==> src/rtl/alu_decode_stage.sv <==
// Registered RV32 ALU-op decode stage: decodes raw instructions at push time into a
// 2-entry {op, illegal, tag} buffer with valid/ready on both sides, flush and an illegal counter.
module alu_decode_stage #(
    parameter bit ENABLE_M   = 1'b1,
    parameter bit ENABLE_ZBB = 1'b1,
    parameter int TAG_W      = 32
) (
    input  logic             clk_i,
    input  logic             rst_n_i,
    input  logic             flush_i,
    input  logic             in_valid_i,
    output logic             in_ready_o,
    input  logic [31:0]      instr_i,
    input  logic [TAG_W-1:0] tag_i,
    output logic             out_valid_o,
    input  logic             out_ready_i,
    output logic [4:0]       alu_op_o,
    output logic             illegal_o,
    output logic [TAG_W-1:0] tag_o,
    output logic [15:0]      illegal_cnt_o
);

    localparam logic [4:0] OP_ADD    = 5'd0;
    localparam logic [4:0] OP_SUB    = 5'd1;
    localparam logic [4:0] OP_SLL    = 5'd2;
    localparam logic [4:0] OP_SLT    = 5'd3;
    localparam logic [4:0] OP_SLTU   = 5'd4;
    localparam logic [4:0] OP_XOR    = 5'd5;
    localparam logic [4:0] OP_SRL    = 5'd6;
    localparam logic [4:0] OP_OR     = 5'd7;
    localparam logic [4:0] OP_AND    = 5'd8;
    localparam logic [4:0] OP_SRA    = 5'd9;
    localparam logic [4:0] OP_MUL    = 5'd10;
    localparam logic [4:0] OP_MULH   = 5'd11;
    localparam logic [4:0] OP_MULHSU = 5'd12;
    localparam logic [4:0] OP_MULHU  = 5'd13;
    localparam logic [4:0] OP_DIV    = 5'd14;
    localparam logic [4:0] OP_DIVU   = 5'd15;
    localparam logic [4:0] OP_REM    = 5'd16;
    localparam logic [4:0] OP_REMU   = 5'd17;
    localparam logic [4:0] OP_ROL    = 5'd18;
    localparam logic [4:0] OP_ROR    = 5'd19;
    localparam logic [4:0] OP_MAX    = 5'd20;
    localparam logic [4:0] OP_MAXU   = 5'd21;
    localparam logic [4:0] OP_MIN    = 5'd22;
    localparam logic [4:0] OP_MINU   = 5'd23;
    localparam logic [4:0] OP_REV8   = 5'd24;
    localparam logic [4:0] OP_ORCB   = 5'd25;
    localparam logic [4:0] OP_CPOP   = 5'd26;
    localparam logic [4:0] OP_CTZ    = 5'd27;
    localparam logic [4:0] OP_CLZ    = 5'd28;
    localparam logic [4:0] OP_SEXTB  = 5'd29;
    localparam logic [4:0] OP_SEXTH  = 5'd30;
    localparam logic [4:0] OP_ZEXTH  = 5'd31;

    // Decode results are {illegal, op}; illegal encodings always report op = add.
    localparam logic [5:0] DEC_ILLEGAL = {1'b1, 5'd0};

    function automatic logic [5:0] legal(input logic [4:0] op);
        return {1'b0, op};
    endfunction

    function automatic logic [5:0] decode_reg(input logic [6:0] f7, input logic [2:0] f3,
                                              input logic [4:0] rs2);
        logic [5:0] res;
        res = DEC_ILLEGAL;
        case (f7)
            7'b0000000: begin
                case (f3)
                    3'b000:  res = legal(OP_ADD);
                    3'b001:  res = legal(OP_SLL);
                    3'b010:  res = legal(OP_SLT);
                    3'b011:  res = legal(OP_SLTU);
                    3'b100:  res = legal(OP_XOR);
                    3'b101:  res = legal(OP_SRL);
                    3'b110:  res = legal(OP_OR);
                    3'b111:  res = legal(OP_AND);
                    default: res = DEC_ILLEGAL;
                endcase
            end
            7'b0100000: begin
                case (f3)
                    3'b000:  res = legal(OP_SUB);
                    3'b101:  res = legal(OP_SRA);
                    default: res = DEC_ILLEGAL;
                endcase
            end
            7'b0000001: begin
                if (ENABLE_M) begin
                    case (f3)
                        3'b000:  res = legal(OP_MUL);
                        3'b001:  res = legal(OP_MULH);
                        3'b010:  res = legal(OP_MULHSU);
                        3'b011:  res = legal(OP_MULHU);
                        3'b100:  res = legal(OP_DIV);
                        3'b101:  res = legal(OP_DIVU);
                        3'b110:  res = legal(OP_REM);
                        3'b111:  res = legal(OP_REMU);
                        default: res = DEC_ILLEGAL;
                    endcase
                end else begin
                    res = DEC_ILLEGAL;
                end
            end
            7'b0000101: begin
                if (ENABLE_ZBB) begin
                    case (f3)
                        3'b100:  res = legal(OP_MIN);
                        3'b101:  res = legal(OP_MINU);
                        3'b110:  res = legal(OP_MAX);
                        3'b111:  res = legal(OP_MAXU);
                        default: res = DEC_ILLEGAL;
                    endcase
                end else begin
                    res = DEC_ILLEGAL;
                end
            end
            7'b0110000: begin
                if (ENABLE_ZBB) begin
                    case (f3)
                        3'b001:  res = legal(OP_ROL);
                        3'b101:  res = legal(OP_ROR);
                        default: res = DEC_ILLEGAL;
                    endcase
                end else begin
                    res = DEC_ILLEGAL;
                end
            end
            7'b0000100: begin
                if (ENABLE_ZBB && (f3 == 3'b100) && (rs2 == 5'b00000)) begin
                    res = legal(OP_ZEXTH);
                end else begin
                    res = DEC_ILLEGAL;
                end
            end
            default: res = DEC_ILLEGAL;
        endcase
        return res;
    endfunction

    // Immediate-form shifts and Zbb unary ops, where rs2 is an opcode extension.
    function automatic logic [5:0] decode_imm_shift(input logic [6:0] f7, input logic [2:0] f3,
                                                    input logic [4:0] rs2);
        logic [5:0] res;
        res = DEC_ILLEGAL;
        if (f3 == 3'b001) begin
            if (f7 == 7'b0000000) begin
                res = legal(OP_SLL);
            end else if (ENABLE_ZBB && (f7 == 7'b0110000)) begin
                case (rs2)
                    5'b00000: res = legal(OP_CLZ);
                    5'b00001: res = legal(OP_CTZ);
                    5'b00010: res = legal(OP_CPOP);
                    5'b00100: res = legal(OP_SEXTB);
                    5'b00101: res = legal(OP_SEXTH);
                    default:  res = DEC_ILLEGAL;
                endcase
            end else begin
                res = DEC_ILLEGAL;
            end
        end else begin
            case (f7)
                7'b0000000: res = legal(OP_SRL);
                7'b0100000: res = legal(OP_SRA);
                7'b0110000: res = ENABLE_ZBB ? legal(OP_ROR) : DEC_ILLEGAL;
                7'b0110100: res = (ENABLE_ZBB && (rs2 == 5'b11000)) ? legal(OP_REV8) : DEC_ILLEGAL;
                7'b0010100: res = (ENABLE_ZBB && (rs2 == 5'b00111)) ? legal(OP_ORCB) : DEC_ILLEGAL;
                default:    res = DEC_ILLEGAL;
            endcase
        end
        return res;
    endfunction

    function automatic logic [5:0] decode_imm(input logic [6:0] f7, input logic [2:0] f3,
                                              input logic [4:0] rs2);
        logic [5:0] res;
        res = DEC_ILLEGAL;
        case (f3)
            3'b000:  res = legal(OP_ADD);
            3'b010:  res = legal(OP_SLT);
            3'b011:  res = legal(OP_SLTU);
            3'b100:  res = legal(OP_XOR);
            3'b110:  res = legal(OP_OR);
            3'b111:  res = legal(OP_AND);
            3'b001:  res = decode_imm_shift(f7, f3, rs2);
            3'b101:  res = decode_imm_shift(f7, f3, rs2);
            default: res = DEC_ILLEGAL;
        endcase
        return res;
    endfunction

    function automatic logic [5:0] decode_instr(input logic [31:0] instr);
        logic [5:0] res;
        res = DEC_ILLEGAL;
        case (instr[6:0])
            7'b0110011: res = decode_reg(instr[31:25], instr[14:12], instr[24:20]);
            7'b0010011: res = decode_imm(instr[31:25], instr[14:12], instr[24:20]);
            7'b0000011,
            7'b0100011,
            7'b0010111,
            7'b0110111,
            7'b1101111,
            7'b1100111: res = legal(OP_ADD);
            7'b1100011: res = legal(OP_SUB);
            default:    res = DEC_ILLEGAL;
        endcase
        return res;
    endfunction

    logic [1:0]       count_r;
    logic [4:0]       head_op_r;
    logic             head_ill_r;
    logic [TAG_W-1:0] head_tag_r;
    logic [4:0]       tail_op_r;
    logic             tail_ill_r;
    logic [TAG_W-1:0] tail_tag_r;
    logic [15:0]      ill_cnt_r;
    logic [5:0]       dec_s;
    logic             push_s;
    logic             pop_s;

    assign dec_s       = decode_instr(instr_i);
    assign in_ready_o  = rst_n_i && (count_r != 2'd2) && !flush_i;
    assign out_valid_o = (count_r != 2'd0);
    assign push_s      = in_valid_i && in_ready_o;
    assign pop_s       = out_valid_o && out_ready_i && !flush_i;

    assign alu_op_o      = head_op_r;
    assign illegal_o     = head_ill_r;
    assign tag_o         = head_tag_r;
    assign illegal_cnt_o = ill_cnt_r;

    // Two-slot buffer: head drives the outputs directly, tail backs it up when full.
    always_ff @(posedge clk_i) begin
        if (!rst_n_i) begin
            count_r    <= 2'd0;
            head_op_r  <= 5'd0;
            head_ill_r <= 1'b0;
            head_tag_r <= '0;
            tail_op_r  <= 5'd0;
            tail_ill_r <= 1'b0;
            tail_tag_r <= '0;
        end else if (flush_i) begin
            count_r <= 2'd0;
        end else begin
            case ({push_s, pop_s})
                2'b10: begin
                    if (count_r == 2'd0) begin
                        head_op_r  <= dec_s[4:0];
                        head_ill_r <= dec_s[5];
                        head_tag_r <= tag_i;
                    end else begin
                        tail_op_r  <= dec_s[4:0];
                        tail_ill_r <= dec_s[5];
                        tail_tag_r <= tag_i;
                    end
                    count_r <= count_r + 2'd1;
                end
                2'b01: begin
                    if (count_r == 2'd2) begin
                        head_op_r  <= tail_op_r;
                        head_ill_r <= tail_ill_r;
                        head_tag_r <= tail_tag_r;
                    end
                    count_r <= count_r - 2'd1;
                end
                // Push with pop only happens at count 1: the new entry replaces the head.
                2'b11: begin
                    head_op_r  <= dec_s[4:0];
                    head_ill_r <= dec_s[5];
                    head_tag_r <= tag_i;
                end
                default: begin
                    count_r <= count_r;
                end
            endcase
        end
    end

    // Saturating count of illegal entries handed to execute; survives flush.
    always_ff @(posedge clk_i) begin
        if (!rst_n_i) begin
            ill_cnt_r <= 16'd0;
        end else if (pop_s && head_ill_r && (ill_cnt_r != 16'hFFFF)) begin
            ill_cnt_r <= ill_cnt_r + 16'd1;
        end else begin
            ill_cnt_r <= ill_cnt_r;
        end
    end

endmodule
==> config.mk <==
export PLATFORM = sky130hd
export DESIGN_NAME = alu_decode_stage
export DESIGN_NICKNAME = d
export VERILOG_FILES = /design/src/rtl/alu_decode_stage.sv
export SDC_FILE = /design/constraint.sdc
export NUM_CORES = 1
export LEC_CHECK = 0
export ABC_AREA = 1
export CORE_MARGIN = 5
export CORE_UTILIZATION = 60
export CTS_CLUSTER_DIAMETER = 100
export DETAILED_ROUTE_END_ITERATION = 12
export DONT_BUFFER_PORTS = 1
export GPL_TIMING_DRIVEN = 0
export PLACE_DENSITY_LB_ADDON = 0.08
export SYNTH_ARGS = -nofsm -noshare
export SYNTH_HDL_FRONTEND = slang
export SYNTH_SLANG_ARGS = --single-unit
export TNS_END_PERCENT = 10
==> constraint.sdc <==
create_clock -name clk_i -period 4.3 [get_ports clk_i]
set_clock_uncertainty 0.05 [all_clocks]
set_input_delay 0.86 -clock clk_i [delete_from_list [all_inputs] [get_ports clk_i]]
set_output_delay 0.86 -clock clk_i [all_outputs]
set_load 0.1 [all_outputs]
==> results of run 1 <==
-- how the worst max path moves through the flow --
stage	start	end	slack [ns]	cells past startpoint
6_report	rst_n_i	alu_op_o[4]$_SDFFE_PN0P_	0.90	16
5_1_grt	rst_n_i	alu_op_o[1]$_SDFFE_PN0P_	0.66	16
4_1_cts	rst_n_i	alu_op_o[4]$_SDFFE_PN0P_	0.89	16
3_5_place_dp	rst_n_i	alu_op_o[4]$_SDFFE_PN0P_	0.51	16
3_3_place_gp	rst_n_i	alu_op_o[4]$_SDFFE_PN0P_	-0.59	14
2_1_floorplan	rst_n_i	tag_o[0]$_SDFFE_PN0P_	0.08	16
-- cell usage after synthesis, types with 2 or more instances --
cell type,n
dfxtp_1,94
o211ai_1,5
buf_2,11
a31oi_1,35
o21ai_1,25
nor2_2,8
a21oi_1,29
inv_1,55
nand2_1,169
nor2_1,106
inv_2,10
nand3_2,2
buf_6,3
nor2_4,3
nand3b_1,3
clkbuf_1,19
nand4_1,12
a211oi_1,4
nand2_2,3
ha_1,10
nand3_1,32
o21ai_0,59
nor3_1,10
buf_1,2
-- sequential cells by signal, summed over array words and instances (netlist names) --
signal         cells
tag_o             32
tail_tag_r        32
illegal_cnt_o     16
alu_op_o           5
tail_op_r          5
count_r            2
illegal_o          1
tail_ill_r         1
-- logic make-up (layout without fill, tap and decap cells) --
kind of cell,Yosys count,in the layout,share of synthesized area [%]
flip-flops,94,94,38.4
XOR/XNOR,2,2,0.358
buffers and inverters,102,120,8.58
adder cells (fa/ha/maj),10,10,2.55
AND/OR/NAND/NOR,359,359,32.4
AO/OA/AOI/OAI,159,159,17.7
-- stage by stage --
step	worst slack [ns]	instances	hold WS, ns	TNS [ns]	cell area [um^2]
5_1_grt	0.659	849	0.445	0	5260
6_report	0.902	849	0.424	0	5260
3_5_place_dp	0.510	833	0.412	0	5060
4_1_cts	0.890	849	0.418	0	5260
3_3_place_gp	-0.593	831	0.404	-30.29	5030
2_1_floorplan	0.0828	726	0.398	0	4900
-- worst min-delay path: stages, from the launching register on --
cell and delay (ns):
dfxtp_1 0.32, nand2_1 0.05, a31oi_1 0.07
-- power by group --
group | internal, mW | total [mW] | switching (mW) | leakage, nW
clock network | 0.234 | 0.564 | 0.330 | 0.0910
registers | 0.884 | 0.990 | 0.106 | 0.760
logic | 0.0387 | 0.115 | 0.0758 | 1.50
total | 1.16 | 1.67 | 0.512 | 2.35
-- per-layer routing --
| layer | global-route usage, % | vias to the layer above | wire length, um |
|---|---|---|---|
| met5 | 0 | - | 0 |
| met4 | 6.32 | 0 | 204 |
| met3 | 8.41 | 29 | 1110 |
| met2 | 42.4 | 166 | 6080 |
| met1 | 30.7 | 2256 | 5370 |
| li1 | - | 2419 | - |
-- area by class of cell --
type / count / area share, %
multi-input cells: 530 / 49.5
flip-flops and latches: 94 / 35.8
inverters: 67 / 4.81
plain buffers: 35 / 3.19
clock buffers: 10 / 2.62
well taps: 105 / 2.50
clock inverters: 6 / 1.00
repair buffers: 2 / 0.595
==> metrics.md, run 1 <==
| Metric | Value |
|---|---|
| FF+latch count, synth | `94` |
| Hold Vio Cnt, Final | `0` |
| Sequential area share after synthesis | `38.4%` |
| Area contributors post-synth | `dfxtp_1, nand2_1, nor2_1` |
| Mean routed wirelength per cell | `15.0 um` |
| Final setup fails | `0` |
| Antenna diodes | `0` |
| Number of max-cap violations | `0` |
| First-pass GRT wire length | `21000 um` |
| Initial DRC count | `232` |
| WHS Endpoint | `tag_o[29]$_SDFFE_PN0P_` |
| Synth Cell Area | `4900 um^2` |
| # clock sinks | `94` |
| Placer Congestion | `0.899` |
| Post-CTS Setup Inserts | `0` |
| Die area | `10100 um^2` |
| Worst-margin pin slew | `1.13 ns` |
| CTS max path bufs | `2` |
| Hold Path Class | `flip-flop to flip-flop` |
| Detailed Place HPWL | `9840 um` |
| I/O Pins | `125` |
| Crit path launch type | `primary input` |
| Final min period | `3.40 ns` |
| Top_reg_cell synth | `dfxtp_1` |
| Clock buffer count from CTS | `9` |
| CORE AREA | `8090 um^2` |
| Highest-count cells in the layout ignoring fill and taps | `nand2_1, nor2_1, dfxtp_1, o21ai_0, inv_1` |
| Fillcell total | `762` |
| Final Util | `64.9%` |
| Most common cell after layout, fill and taps aside | `nand2_1` |
| Final wirelength | `12800 um` |
| Layout cell share with drive strength beyond 1 | `9.01%` |
| Synth top area share | `38.4%` |
| Drt pass-1 iters | `5` |
| Crit path buf inv count | `9` |
| CTS tree | `built` |
| GRT Overall Usage | `25.1%` |
| Slowest library cell on the worst path | `buf_1` |
| Yosys cell types | `41` |
| Critical Path Fanout Max | `10` |
| DRC violations left | `0` |
| Worst hold start | `tail_tag_r[29]$_SDFFE_PN0P_` |
| Area grow syn2layout | `7.25%` |
| Vias/cell | `5.74` |
| Leak pwr | `2.35 nW` |
| Synth warn | `0` |
| DRT antenna net count | `0` |
| Unrepaired setup endpoints after global routing | `no` |
| Critical Path End Type | `flip-flop` |
| Die Wd | `100 um` |
| CTS root buf | `clkbuf_8` |
| Hold-fix buffers at CTS | `0` |
| Max Slew Vio Count | `0` |
| EDFF count, synth | `0` |
| Cells along the critical path | `clkbuf_1 -> inv_1 -> nor2_1 -> inv_1 -> nor2_2 -> buf_16 -> buf_1 -> nand2_1 -> ha_1 -> buf_2 -> inv_1 -> buf_2 -> buf_1 -> nand3_1 -> nand2_1 -> a21oi_1` |
| Syn Area/Cell | `6.75 um^2` |
| R2R Path End | `alu_op_o[4]$_SDFFE_PN0P_` |
| Peak VDD IR | `0.212 mV` |
| Final worst-path cycle share | `79.0%` |
| Power, Total | `1.67 mW` |
| Largest net degree at the start of global routing | `18` |
| Worst reg2reg path depth | `13` |
| Critical Path RT | `4.47 ns` |
| PostCTS Resize Cnt | `0` |
| Clock latency on the worst-skew pair | `0.35 ns` |
| Worst r2r src | `count_r[0]$_SDFFE_PP0P_` |
| Initial antenna violation count | `0` |
| PwrDens | `318 nW/um^2` |
| Multi-input gate area | `2600 um^2` |
| Status | `completed` |
| Reg area | `1880 um^2` |
| Mapped Cells | `726` |
| Vias in the first global route | `4648` |
| Total number of vias | `4870` |
| Reg clk slew, reported paths | `0.10 ns` |
| Fmax | `0.294 GHz` |
| Initial core utilization | `60.5%` |
| Yosys top cell by area | `dfxtp_1` |
| Delay-heaviest family, CP | `buffers and inverters` |
| Most Frequent Cell on Critical Path | `inv_1` |
| R2r setup slk | `1.60 ns` |
| Ys async rst share | `0%` |
| Hold Path Depth | `2` |
| Syn Nets | `805` |
| # H-tree levels | `3` |
| DIE HEIGHT | `100 um` |
| Final Net Count | `818` |
| # port buffers | `0` |
| Worst Path Class, Setup | `primary input to flip-flop` |
| Global route total overflow | `0` |
| Rows | `33` |
| Slew HR | `24.6%` |
| WP data arrival | `3.57 ns` |
| Worst path max stage delay | `0.42 ns` |
Power figures use the tool's default switching activity.
==> inputs of run 2 (changes only) <==
==> constraint.sdc (replaced) <==
create_clock -name clk_i -period 3.2 [get_ports clk_i]
set_clock_uncertainty 0.05 [all_clocks]
set_input_delay 0.64 -clock clk_i [delete_from_list [all_inputs] [get_ports clk_i]]
set_output_delay 0.64 -clock clk_i [all_outputs]
set_load 0.1 [all_outputs]
==> metrics.md, run 2 (synthesis gave the netlist of run 1 again) <==
| Metric | Value |
|---|---|
| Hold Vio Cnt, Final | `0 (unchanged)` |
| Worst path max stage delay | `0.51 ns (+0.09 ns)` |
| GRT Overall Usage | `25.9% (+0.85 points)` |
| Critical Path Fanout Max | `10 (unchanged)` |
| Total negative slack | `0 ns (unchanged)` |
| Fillcell total | `789 (+3.5%)` |
| Clock latency on the worst-skew pair | `0.36 ns (about the same)` |
| Worst reg2reg path depth | `13 (unchanged)` |
| Cells after DPL | `831 (-0.24%)` |
| Unrepaired setup endpoints after global routing | `no` |
| Final setup fails | `0 (unchanged)` |
| Peak VDD IR | `0.249 mV (+18%)` |
| Cells along the critical path | `clkbuf_4 -> inv_1 -> nor2_1 -> inv_1 -> nor2_4 -> nand2_2 -> ha_1 -> buf_2 -> inv_1 -> nor2_1 -> nor2_1 -> and3_2 -> buf_6 -> buf_6 -> o21ai_1 -> a31oi_1` |
| CTS tree | `built` |
| Initial antenna violation count | `0 (unchanged)` |
| DRC violations left | `0 (unchanged)` |
| # H-tree levels | `3 (unchanged)` |
| R2R Path End | `tag_o[1]$_SDFFE_PN0P_` |
| Highest-count cells in the layout ignoring fill and taps | `nand2_1, nor2_1, dfxtp_1, o21ai_0, inv_1` |
| Rows | `33 (unchanged)` |
| Fmax | `0.341 GHz` |
| Internal | `1.54 mW (+33%)` |
| # clock sinks | `94 (unchanged)` |
| Final wirelength | `12700 um (-0.34%)` |
| Leak pwr | `2.36 nW (+0.30%)` |
| Sw Share | `31.5% (+0.82 points)` |
| DRT antenna net count | `0 (unchanged)` |
| Mean routed wirelength per cell | `15.0 um (-0.11%)` |
| Final Net Count | `816 (-0.24%)` |
| Total net switching power | `0.710 mW (+39%)` |
| # port buffers | `0 (unchanged)` |
| Non-Filler Instances | `847 (-0.24%)` |
| CTS root buf | `clkbuf_8` |
| Hold Path Depth | `2 (unchanged)` |
| Reg power frac | `59.1% (-0.2 points)` |
| WP data arrival | `3.18 ns (-0.39 ns)` |
| I/O Pins | `125 (unchanged)` |
| Total number of vias | `4834 (-0.74%)` |
| Worst hold start | `tag_i[5]` |
| Antenna diodes | `0 (unchanged)` |
| Max Slew Vio Count | `0 (unchanged)` |
| Detailed Place HPWL | `9680 um (-1.6%)` |
| CORE AREA | `8090 um^2 (unchanged)` |
| Drt pass-1 iters | `5 (unchanged)` |
| DIE HEIGHT | `100 um (unchanged)` |
| Vias/cell | `5.71 (-0.50%)` |
| Initial DRC count | `288 (+24%)` |
| Vias in the first global route | `4513 (-2.9%)` |
| Number of max-cap violations | `0 (unchanged)` |
| Critical Path End Type | `flip-flop` |
| Hold-fix buffers at CTS | `0 (unchanged)` |
| Slowest library cell on the worst path | `nor2_4` |
| Global route total overflow | `0 (unchanged)` |
| Largest net degree at the start of global routing | `20 (+2)` |
| Worst r2r src | `count_r[0]$_SDFFE_PP0P_` |
| Clock buffer count from CTS | `9 (unchanged)` |
| Worst Path Class, Setup | `primary input to flip-flop` |
| Comb pwr share | `6.7% (-0.2 points)` |
| Status | `completed` |
| Crit path buf inv count | `7 (-2)` |
| Hold Path Class | `primary input to flip-flop` |
| Die area | `10100 um^2 (unchanged)` |
| Most common cell after layout, fill and taps aside | `nand2_1` |
| First-pass GRT wire length | `21500 um (+2.8%)` |
| Placer Congestion | `0.900 (+0.11%)` |
| Crit path launch type | `primary input` |
| Area grow syn2layout | `7.07%` |
| Reg clk slew, reported paths | `0.11 ns (about the same)` |
| WHS Endpoint | `tail_tag_r[5]$_SDFFE_PN0P_` |
| Final Util | `64.8% (-0.11 points)` |
| PwrDens | `430 nW/um^2 (+35%)` |
| R2r setup slk | `0.50 ns (-1.10 ns)` |
| Post-CTS Setup Inserts | `0 (unchanged)` |
| Initial core utilization | `60.5% (unchanged)` |
| Delay-heaviest family, CP | `simple AND/OR/NAND/NOR gates` |
| Layout cell share with drive strength beyond 1 | `9.70% (+0.70 points)` |
| Reg area | `1880 um^2 (unchanged)` |
| Die Wd | `100 um (unchanged)` |
| Critical Path RT | `3.45 ns (-1.02 ns)` |
| CTS max path bufs | `2 (unchanged)` |
| Multi-input gate area | `2610 um^2 (+0.29%)` |
| Clock power share | `34.3% (+0.5 points)` |
| Worst-margin pin slew | `1.13 ns (+0.00275 ns)` |
| Final min period | `2.93 ns` |
| Slew HR | `24.4% (-0.18 points)` |
| Final worst-path cycle share | `91.7%` |
## run 2: routing by layer
layer	track usage [%]	wire length [um]
met5	0	0
met4	6.22	166
met3	7.64	1110
met2	43.2	6080
met1	33.1	5370
## run 2: final cells by class
| class | count | share of cell area, % |
|---|---|---|
| multi-input cells | 530 | 49.7 |
| flip-flops and latches | 94 | 35.9 |
| inverters | 67 | 4.82 |
| plain buffers | 35 | 3.36 |
| well taps | 105 | 2.50 |
| clock buffers | 9 | 2.36 |
| clock inverters | 7 | 1.38 |
## run 2: power groups by stage
| stage | combinational (mW) | sequential (mW) | clock, mW |
|---|---|---|---|
| floorplan | 0.118 | 1.35 | 0 |
| global placement | 0.144 | 1.36 | 0 |
| detailed placement | 0.148 | 1.36 | 0 |
| CTS | 0.149 | 1.33 | 0.784 |
| global route | 0.170 | 1.33 | 0.844 |
| finish | 0.150 | 1.33 | 0.772 |
## run 2: how the worst max path moves through the flow
stage               startpoint                       end  cells past startpoint
finish                 rst_n_i     tag_o[1]$_SDFFE_PN0P_                     16
global route           rst_n_i    tag_o[30]$_SDFFE_PN0P_                     16
CTS                    rst_n_i    tag_o[30]$_SDFFE_PN0P_                     13
detailed placement     rst_n_i  alu_op_o[4]$_SDFFE_PN0P_                     14
global placement       rst_n_i  alu_op_o[4]$_SDFFE_PN0P_                     14
floorplan              rst_n_i     tag_o[0]$_SDFFE_PN0P_                     16
## run 2: timing repair
action | CTS | global route
resized for setup | 3 | 7
pin swaps | 1 | 1
endpoints found under the setup margin | 44 | 73
## run 2: metrics by stage
stage	setup slack, ns	cell area (um^2)	total power [mW]	hold WS [ns]
after floorplan	0.0989	4910	1.47	0.398
after global placement	-0.510	5040	1.50	0.404
after detailed placement	-0.558	5040	1.51	0.411
after CTS	0.0874	5240	2.26	0.341
after global routing	0.0299	5250	2.35	0.344
final	0.266	5250	2.25	0.350
==> inputs of run 3 (changes only) <==
--- a/config.mk
+++ b/config.mk
@@ -6,8 +6,10 @@
 export NUM_CORES = 1
 export LEC_CHECK = 0
 export ABC_AREA = 1
+export CELL_PAD_IN_SITES_DETAIL_PLACEMENT = 1
+export CELL_PAD_IN_SITES_GLOBAL_PLACEMENT = 1
 export CORE_MARGIN = 5
-export CORE_UTILIZATION = 60
+export CORE_UTILIZATION = 44
 export CTS_CLUSTER_DIAMETER = 100
 export DETAILED_ROUTE_END_ITERATION = 12
 export DONT_BUFFER_PORTS = 1
==> constraint.sdc (replaced) <==
create_clock -name clk_i -period 3.2 [get_ports clk_i]
set_clock_uncertainty 0.05 [all_clocks]
set_input_delay 0.64 -clock clk_i [delete_from_list [all_inputs] [get_ports clk_i]]
set_output_delay 0.64 -clock clk_i [all_outputs]
set_load 0.005 [all_outputs]
==> metrics.md, run 3 (synthesis gave the netlist of run 1 again) <==
| Metric | Value |
|---|---|
| Die Wd | `116 um (+15%)` |
| Die area | `13300 um^2 (+32%)` |
| CORE AREA | `10900 um^2 (+35%)` |
| # port buffers | `0 (unchanged)` |
| DRC violations left | `0 (unchanged)` |
| Area grow syn2layout | `7.84%` |
| Final Util | `48.5% (-16 points)` |
| Final worst-path cycle share | `91.4% (-0.29 points)` |
| Crit path buf inv count | `7 (unchanged)` |
| Drt pass-1 iters | `4 (-1)` |
| Status | `completed` |
| Hold Vio Cnt, Final | `0 (unchanged)` |
| Layout cell share with drive strength beyond 1 | `8.76% (-0.94 points)` |
| Vias in the first global route | `4998 (+11%)` |
| Number of max-cap violations | `0 (unchanged)` |
| Non-Filler Instances | `882 (+4.1%)` |
| Cells along the critical path | `clkbuf_1 -> inv_1 -> nor2_1 -> inv_1 -> nor2_1 -> nand2_1 -> ha_1 -> buf_2 -> inv_1 -> buf_2 -> clkbuf_1 -> nand2_1 -> a31oi_1` |
| Initial core utilization | `45.0% (-16 points)` |
| Worst hold start | `tag_i[10]` |
| Worst-margin pin slew | `0.571 ns (-0.562 ns)` |
| DRT antenna net count | `0 (unchanged)` |
| Placer Congestion | `0.824 (-8.5%)` |
| PwrDens | `415 nW/um^2 (-3.4%)` |
| WP data arrival | `3.18 ns (about the same)` |
| Hold-fix buffers at CTS | `0 (unchanged)` |
| Final wirelength | `14700 um (+16%)` |
| Reg clk slew, reported paths | `0.10 ns (about the same)` |
| Global route total overflow | `0 (unchanged)` |
| Final setup fails | `0 (unchanged)` |
| CTS tree | `built` |
| Mean routed wirelength per cell | `16.7 um (+11%)` |
| Highest-count cells in the layout ignoring fill and taps | `nand2_1, nor2_1, dfxtp_1, o21ai_0, inv_1` |
| Critical Path Fanout Max | `10 (unchanged)` |
| Initial DRC count | `191 (-34%)` |
| Peak VDD IR | `0.343 mV (+38%)` |
| Clock latency on the worst-skew pair | `0.38 ns (+0.02 ns)` |
| Delay-heaviest family, CP | `buffers and inverters` |
| Cells after DPL | `866 (+4.2%)` |
| Most common cell after layout, fill and taps aside | `nand2_1` |
| Critical Path RT | `3.45 ns (about the same)` |
| Antenna diodes | `0 (unchanged)` |
| CTS root buf | `clkbuf_8` |
| I/O Pins | `125 (unchanged)` |
| Smallest hold slack | `0.340 ns (-0.00984 ns)` |
| DIE HEIGHT | `116 um (+15%)` |
| Hold Path Class | `primary input to flip-flop` |
| Detailed Place HPWL | `11400 um (+18%)` |
| Max Slew Vio Count | `0 (unchanged)` |
| Critical Path End Type | `flip-flop` |
| Most Frequent Cell on Critical Path | `inv_1` |
| Worst Path Class, Setup | `primary input to flip-flop` |
| Power, Total | `2.19 mW (-2.7%)` |
| Worst path max stage delay | `0.40 ns (-0.11 ns)` |
| Vias/cell | `5.47 (-4.2%)` |
| Final min period | `2.92 ns (-0.00920 ns)` |
| Crit path launch type | `primary input` |
| Slew HR | `62.0% (+38 points)` |
| Initial antenna violation count | `0 (unchanged)` |
| Final Net Count | `816 (unchanged)` |
| CTS max path bufs | `2 (unchanged)` |
| # H-tree levels | `3 (unchanged)` |
| # clock sinks | `94 (unchanged)` |
| Clock buffer count from CTS | `9 (unchanged)` |
| Worst r2r src | `count_r[0]$_SDFFE_PP0P_` |
| Critical path origin | `rst_n_i` |
| Fmax | `0.342 GHz (+0.31%)` |
| First-pass GRT wire length | `24400 um (+13%)` |
| Rows | `38 (+15%)` |
| Total number of vias | `4824 (-0.21%)` |
| GRT Overall Usage | `22.8% (-3.2 points)` |
| Leak pwr | `2.35 nW (-0.28%)` |
| Largest net degree at the start of global routing | `17 (-15%)` |
| Unrepaired setup endpoints after global routing | `no` |
| Slowest library cell on the worst path | `clkbuf_1` |
run 3: through the flow:
stage | setup TNS, ns | instance area [um^2] | setup WS (ns)
after CTS | 0 | 5280 | 0.186
after floorplan | 0 | 4900 | 0.615
final | 0 | 5280 | 0.275
after detailed placement | -1.89 | 5070 | -0.174
after global routing | 0 | 5280 | 0.0691
after global placement | -1.32 | 5070 | -0.183
run 3: cell type report:
class / count / area, um^2
Buffer: 35 / 169
Clock buffer: 11 / 141
Clock inverter: 5 / 66.3
Fill cell: 1466 / 5600
Inverter: 67 / 253
Multi-Input combinational cell: 530 / 2600
Sequential cell: 94 / 1880
Tap cell: 140 / 175
run 3: what timing repair did:
action | CTS | global route
gates resized for setup | 0 | 1
setup buffers | 0 | 0
endpoints found under the setup margin | 0 | 1
run 3: power by group:
part	internal [mW]	total (mW)	switching, mW
Combinational	0.0481	0.146	0.0978
Clock	0.393	0.841	0.449
Sequential	1.19	1.21	0.0160
run 3: final timing paths:
path	to	slack, ns	cells past startpoint
worst min-delay path	tail_tag_r[10]$_SDFFE_PN0P_	0.34	2
worst max register to register	tag_o[14]$_SDFFE_PN0P_	0.77	10
worst min register to register	tag_o[13]$_SDFFE_PN0P_	0.42	2
worst max-delay path	tag_o[14]$_SDFFE_PN0P_	0.28	13
run 3: metal layers:
layer	routed length (um)	vias up	global-route usage, %
li1	-	2422	-
met4	187	0	6.65
met2	7070	101	38.7
met1	6440	2284	27.7
met3	1040	17	7.05
met5	0	-	0
